`src/rtl/instr_fetch_unit.sv`:
```
// Instruction fetch unit: holds the PC, drives the instruction-memory word
// address and registers the returned instruction into the IF/ID register.
// Branch redirect inserts one bubble; a misaligned redirect target raises a
// sticky fault that only reset clears.
// Optional build macro IFU_PERF_CNT_EN adds fetch_count / stall_count ports.
module instr_fetch_unit #(
    parameter logic [31:0] RESET_PC = 32'h0000_0000,
    parameter logic [31:0] PC_INC   = 32'd4
) (
    input  logic        clk,
    input  logic        reset,
    input  logic        stall,
    input  logic        branch_taken,
    input  logic [31:0] branch_target,
    output logic [31:0] A,
    input  logic [31:0] RD,
    output logic [31:0] pc_out,
    output logic [31:0] instr_out,
    output logic        instr_valid,
    output logic        fault
`ifdef IFU_PERF_CNT_EN
    ,
    output logic [31:0] fetch_count,
    output logic [31:0] stall_count
`endif
);

    localparam int DATA_W = 32;

    typedef enum logic {
        RUN   = 1'b0,
        FAULT = 1'b1
    } state_t;

    state_t              state_q, state_d;
    logic [DATA_W-1:0]   pc_p0, pc_p0_d;
    logic [DATA_W-1:0]   pc_p1_d, instr_p1_d;
    logic                vld_p1_d, fault_d;

    // Memory address is the PC itself; RD comes back in the same cycle.
    assign A = pc_p0;

    // Next-state and next-register values; everything holds unless overridden.
    always_comb begin
        state_d    = state_q;
        pc_p0_d    = pc_p0;
        pc_p1_d    = pc_out;
        instr_p1_d = instr_out;
        vld_p1_d   = instr_valid;
        fault_d    = fault;
        case (state_q)
            RUN: begin
                if (branch_taken) begin
                    vld_p1_d = 1'b0;
                    if (branch_target[1:0] != 2'b00) begin
                        state_d = FAULT;
                        fault_d = 1'b1;
                    end else begin
                        pc_p0_d = branch_target;
                    end
                end else if (!stall) begin
                    instr_p1_d = RD;
                    pc_p1_d    = pc_p0;
                    vld_p1_d   = 1'b1;
                    pc_p0_d    = pc_p0 + PC_INC;
                end
            end
            FAULT: begin
                vld_p1_d = 1'b0;
            end
        endcase
    end

    // ---- stage 0 -> stage 1 boundary: PC and IF/ID register update ----
    always_ff @(posedge clk) begin
        if (reset) begin
            state_q     <= RUN;
            pc_p0       <= RESET_PC;
            pc_out      <= '0;
            instr_out   <= '0;
            instr_valid <= 1'b0;
            fault       <= 1'b0;
        end else begin
            state_q     <= state_d;
            pc_p0       <= pc_p0_d;
            pc_out      <= pc_p1_d;
            instr_out   <= instr_p1_d;
            instr_valid <= vld_p1_d;
            fault       <= fault_d;
        end
    end

`ifdef IFU_PERF_CNT_EN
    logic fetch_en, stall_en;
    assign fetch_en = (state_q == RUN) && !branch_taken && !stall;
    assign stall_en = (state_q == RUN) && !branch_taken && stall;

    // Performance counters; free-running and wrapping modulo 2^32.
    always_ff @(posedge clk) begin
        if (reset) begin
            fetch_count <= '0;
            stall_count <= '0;
        end else begin
            if (fetch_en) fetch_count <= fetch_count + 32'd1;
            if (stall_en) stall_count <= stall_count + 32'd1;
        end
    end
`endif

endmodule

```
`config.mk`:
```
export PLATFORM = sky130hd
export DESIGN_NAME = instr_fetch_unit
export DESIGN_NICKNAME = d
export VERILOG_FILES = /design/src/rtl/instr_fetch_unit.sv
export SDC_FILE = /design/constraint.sdc
export NUM_CORES = 1
export LEC_CHECK = 0
export CELL_PAD_IN_SITES_DETAIL_PLACEMENT = 0
export CELL_PAD_IN_SITES_GLOBAL_PLACEMENT = 2
export CORE_MARGIN = 4
export CORE_UTILIZATION = 26
export DETAILED_ROUTE_END_ITERATION = 10
export HOLD_SLACK_MARGIN = 0.02
export MAX_ROUTING_LAYER = met4
export PLACE_DENSITY_LB_ADDON = 0.1
export RECOVER_POWER = 25
export SLEW_MARGIN = 20
export SYNTH_ARGS = -nofsm -noshare
export SYNTH_HDL_FRONTEND = slang
export SYNTH_SLANG_ARGS = --single-unit
```
`constraint.sdc`:
```
create_clock -name clk -period 4.4 [get_ports clk]
set_input_delay 0.44 -clock clk [delete_from_list [all_inputs] [get_ports clk]]
set_output_delay 0.44 -clock clk [all_outputs]
set_load 0.03 [all_outputs]
```
==> impl_metrics.tcl, run 1 <==
set metrics [dict create \
    power_density_nw_per_um2 318 \
    hp-class "register to register" \
    path_class "input port to register" \
    grt_pass1_vias 4689 \
    max-cap-violations 1 \
    antenna_found_initial 1 \
    fin_util 0.391 \
    post_cts_buffers 0 \
    wl_met3_um 867 \
    clk_latency_ns 0.35 \
    fin_crit_sh 0.683 \
    ir_worst_vdd_uv 176 \
    die_w_um 140 \
    slew_viol_final 44 \
    path_clk_slew_ns 0.07 \
    routed.top_layer "met4" \
    violations "max-capacitance violations, max-slew violations" \
    synth_cell_types 47 \
    power.leakage_uw 0.00235 \
    status "finished with violations" \
    wl_met2_mm 7.87 \
    fp.dieArea_um2 19500 \
    die_h_um 140 \
    place_area_um2 6260 \
    rows 47 \
    core_um2 16800 \
    rsz0062_at_grt "no" \
    ys_ff_latch 99 \
    initial_core_util 0.268 \
    final_cell_area_um2 6550 \
    path_max_fanout 55 \
    cts_hold_buf 0 \
    area_growth_pct 45.7 \
    arrival_ns 3.24 \
    vias 4755 \
    end_kind "register" \
    period_minus_slack_ns 3.01 \
    routed_wl_mm 16.8 \
    cts_buffers 9 \
    num_io_pins 166 \
    ys_warn_count 0 \
    drive_gt1_frac 0.0386 \
    fin_setup_tns_ns 0 \
    cts_resized 0 \
    grt_pass1_wl_mm 26.8 \
    cts_sinks 99 \
    worst_pin_slew_ns 2.06 \
    cts_root_buf "clkbuf_16" \
    synth_top_area_frac 0.441 \
    synthFlopType "dfxtp_1" \
    cts_buffer_depth 2 \
    cp.required_ns 4.64 \
    wl_per_cell_um 17.8 \
    overflow 0 \
    htreeDepth 3 \
    fin_skew_ns 0.00559 \
    syn_inst 591 \
    syn-cell-area_um2 4500 \
    drt-initial-drc-count 265 \
    yosysSeqAreaShare 0.441 \
    synth_common_cells "nand2_1, dfxtp_1, a21oi_1, clkbuf_1, nand4_1" \
    gp_congestion 0.843 \
    fmax_mhz 333 \
    tritoncts "done" \
    detail-route-antenna-nets 0 \
    maxSlewHeadroom -0.376 \
    yosysMostFrequentCell "nand2_1" \
    vias_per_cell 5.03 \
    post-dp-hpwl_mm 11.4 \
    syn-num-nets 660 \
    async_reset_ff_frac 0 \
    yosysTopAreaCell "dfxtp_1" \
    start_kind "input port" \
    portBuffers 165 \
    synthTopCellsByArea "dfxtp_1, nand2_1, a21oi_1" \
    drcViolationCount 0 \
    wl_met1_mm 7.90 \
    hold_viol_final 0 \
    dr.pass1.iters 4 \
    grt_usage 0.177 \
    synth.avg_cell_area_um2 7.61 \
    setup_viol 0 \
    synth-edff-count 0 \
    final_nets 789 \
    grt_max_degree 70 \
]
critical path, cell delays in order:
cell,delay (ns)
buf_4,0.49
clkbuf_1,1.54
nor2_1,0.39
a32o_1,0.35
power by group:
group | leakage, uW | internal (uW) | total, uW | switching [uW]
clock | 0.000143 | 443 | 808 | 365
sequential | 0.000804 | 925 | 965 | 39.3
combinational | 0.00140 | 133 | 308 | 175
sequential cells by signal, indices dropped and copies added (netlist names):
signal / cells
fault: 1
instr_out: 32
A: 32
instr_valid: 1
state_q: 1
pc_out: 32
final cells by class:
type                    count  area, um2
well taps                 220        275
diodes                      1       2.50
inverters                   9       33.8
flip-flops and latches     99       1980
fillers                  1722      10200
clock inverters             6       65.1
repair buffers            172       1690
multi-input cells         429       2270
clock buffers              10        229
routing by layer:
layer	vias to the layer above	global-route usage
li1	2371	-
met1	2220	0.238
met2	151	0.271
met3	13	0.0274
met4	0	0.0587
met5	-	-
worst paths after layout:
check / start / endpoint / slack (ns) / depth (start not counted)
setup / recovery: reset / A[12] / 1.39 / 4
hold / removal: instr_out[7] / instr_out[7] / 0.45 / 2
setup reg to reg: A[2] / A[18] / 1.68 / 5
hold reg to reg: instr_out[7] / instr_out[7] / 0.45 / 2
stage by stage:
step	cells	power, uW	setup WS [ns]	hold slack, ns
6_report	946	2080	1.39	0.452
5_1_grt	946	2180	1.13	0.476
4_1_cts	945	2120	1.73	0.457
3_5_place_dp	929	1300	1.57	0.446
3_3_place_gp	929	1300	1.64	0.441
2_1_floorplan	591	1140	2.14	0.459
cells by family (layout without fill, tap and decap cells):
group                      after synthesis  in the layout  synth area share
muxes                                    2              2           0.00445
AOI/OAI and AO/OA                      149            149             0.201
other                                    0              1                 0
buffers and inverters                   63            197            0.0554
DFF                                     99             99             0.441
and+or+nand+nor                        277            277             0.296
adders and majority gates                1              1           0.00278
layout by cell type, fill, tap and decap left out, types with 2 or more instances in the layout:
cell / netlist / final
a211oi_1: 3 / 3
o41ai_1: 2 / 2
clkinv_2: 0 / 2
nor4_1: 7 / 7
or4_1: 4 / 4
clkbuf_16: 0 / 9
and4_1: 12 / 12
a32o_1: 4 / 4
or3_1: 9 / 8
clkdlybuf4s50_1: 0 / 118
o211ai_1: 4 / 4
o21ai_0: 14 / 14
nand4_1: 21 / 21
a21oi_1: 86 / 86
nand3_1: 19 / 19
nor2_1: 19 / 19
dlygate4sd3_1: 0 / 45
and2_1: 2 / 2
o221ai_1: 2 / 2
a22o_1: 4 / 4
buf_4: 0 / 7
o31ai_1: 4 / 4
mux2i_1: 2 / 2
clkbuf_1: 41 / 2
a31oi_1: 9 / 9
nor3_1: 13 / 12
and3_1: 17 / 17
nand2b_1: 2 / 2
inv_1: 9 / 9
o211a_1: 2 / 2
a211o_1: 4 / 4
o311a_1: 2 / 2
nand2_1: 148 / 148
dfxtp_1: 99 / 99
No activity file was read; power rests on OpenSTA's default activity.
==> inputs of run 2 (changes only) <==
--- a/config.mk
+++ b/config.mk
@@ -8,7 +8,7 @@
 export CELL_PAD_IN_SITES_DETAIL_PLACEMENT = 0
 export CELL_PAD_IN_SITES_GLOBAL_PLACEMENT = 2
 export CORE_MARGIN = 4
-export CORE_UTILIZATION = 26
+export CORE_UTILIZATION = 22
 export DETAILED_ROUTE_END_ITERATION = 10
 export HOLD_SLACK_MARGIN = 0.02
 export MAX_ROUTING_LAYER = met4
==> constraint.sdc (replaced) <==
create_clock -name clk -period 2.6 [get_ports clk]
set_input_delay 0.26 -clock clk [delete_from_list [all_inputs] [get_ports clk]]
set_output_delay 0.26 -clock clk [all_outputs]
set_load 0.03 [all_outputs]
==> impl_metrics.tcl, run 2 (synthesis results as in run 1) <==
set metrics [dict create \
    fin_util 0.339 \
    cp-endpoint "A[2]" \
    routed_wl_mm 18.2 \
    hold_viol_final 0 \
    portBuffers 165 \
    hp-class "input port to register" \
    wl_per_cell_um 17.8 \
    diodes 0 \
    status "completed" \
    critPathTopFamily "simple AND/OR/NAND/NOR gates" \
    crit_chain "or3_2 > clkbuf_1 > or3_1 > a31oi_1" \
    r2r-start "state_q" \
    crit_path_top_delay_cell "clkbuf_1" \
    die_h_um 151 \
    p_sw_uw 1080 \
    setup_viol 0 \
    rrSetupSlack_ns 0.46 \
    htreeDepth 3 \
    sw_frac_of_total 0.301 \
    rsz0062_at_grt "no" \
    cts_hold_buf 0 \
    clk_latency_ns 0.36 \
    rows 52 \
    initial_core_util 0.223 \
    fin_setup_tns_ns 0 \
    drcViolationCount 0 \
    power_density_nw_per_um2 524 \
    crit_start "state_q" \
    dr.pass1.iters 4 \
    r2r_end "A[2]" \
    cts_resized 0 \
    p_int_uw 2500 \
    num_io_pins 166 \
    grt_max_degree 58 \
    fin_skew_ns 0.00716 \
    fin_crit_sh 0.822 \
    detail-route-antenna-nets 0 \
    cp.depth 4 \
    path_class "register to register" \
    slowest_delay_ns 0.53 \
    slew_viol_final 0 \
    final_nets 817 \
    layout_common_cells "clkdlybuf4s50_1, nand2_1, dfxtp_1" \
    antenna_found_initial 0 \
    vias_per_cell 4.80 \
    power.leakage_uw 0.00234 \
    grt_usage 0.163 \
    cp.required_ns 2.89 \
    end_kind "register" \
    max-cap-violations 0 \
    cts_buffer_depth 2 \
    path_clk_slew_ns 0.08 \
    area_growth_pct 51.9 \
    ir_worst_vdd_uv 332 \
    start_kind "register" \
    grt_pass1_wl_mm 27.9 \
    gp_congestion 0.804 \
    cts_buffers 9 \
    ff2ff_path_depth 4 \
    drt-initial-drc-count 296 \
    final_cell_area_um2 6830 \
    period_minus_slack_ns 2.14 \
    cts_sinks 99 \
    overflow 0 \
    seqPwrFrac 0.451 \
    worst_pin_slew_ns 1.23 \
    die_w_um 151 \
    place_area_um2 6560 \
    drive_gt1_frac 0.0717 \
    comb_power_share 0.164 \
    fp.dieArea_um2 22800 \
    fmax_mhz 468 \
    power.clock.fraction 0.385 \
    cts_root_buf "clkbuf_16" \
    path_max_fanout 25 \
    post-dp-hpwl_mm 13.1 \
    tritoncts "done" \
    maxSlewHeadroom 0.180 \
    min-delay-start "reset" \
    arrival_ns 2.43 \
    core_um2 20200 \
    final_common_cell "clkdlybuf4s50_1" \
    vias 4912 \
    grt_pass1_vias 4849 \
    path_buf_inv 1 \
    post_cts_buffers 0 \
]
[run 2: cell types whose count changed in the layout (fill, tap and decap cells not counted)]
cell,before,now
clkdlybuf4s50_1,118,162
dlygate4sd3_1,45,1
buf_4,7,30
inv_6,1,4
buf_12,0,2
clkbuf_1,2,4
clkinv_2,2,0
inv_8,0,2
bufinv_16,1,0
clkinv_4,1,0
diode_2,1,0
[run 2: through the flow]
stage                     cells  setup slack, ns  power [uW]  hold WS (ns)
final                      1023            0.462        3580         0.130
after global routing       1023            0.242        3730         0.136
after CTS                  1023            0.499        3640         0.116
after detailed placement   1007            0.353        2250         0.447
after global placement     1007            0.378        2240         0.444
after floorplan             591            0.335        1920         0.396
[run 2: area by class of cell]
class                      count  area (um2)
fill                        2156       13300
timing repair buffer         200        1920
sequential                    99        1980
multi-input combinational    429        2270
clock buffer                   9         225
tap                          270         338
inverter                       9        33.8
clock inverter                 7        65.1
[run 2: worst min-delay path by stage]
stage,end,depth (start not counted)
3_3_place_gp,instr_out[7],2
5_1_grt,instr_out[0],2
3_5_place_dp,pc_out[9],2
4_1_cts,instr_out[0],2
2_1_floorplan,instr_out[0],2
6_report,instr_out[0],2
[run 2: layer usage]
| metal | track usage | routed length [um] | share of wire |
|---|---|---|---|
| met1 | 0.216 | 8410 | 0.46 |
| met2 | 0.247 | 8360 | 0.46 |
| met3 | 0.0302 | 1010 | 0.056 |
| met4 | 0.0603 | 422 | 0.023 |
| met5 | - | 0 | 0 |
[run 2: power groups by stage]
stage	combinational [uW]	clock (uW)	sequential, uW
3_5_place_dp	595	0	1650
6_report	586	1380	1610
5_1_grt	631	1480	1620
4_1_cts	598	1430	1610
3_3_place_gp	591	0	1650
2_1_floorplan	190	0	1730
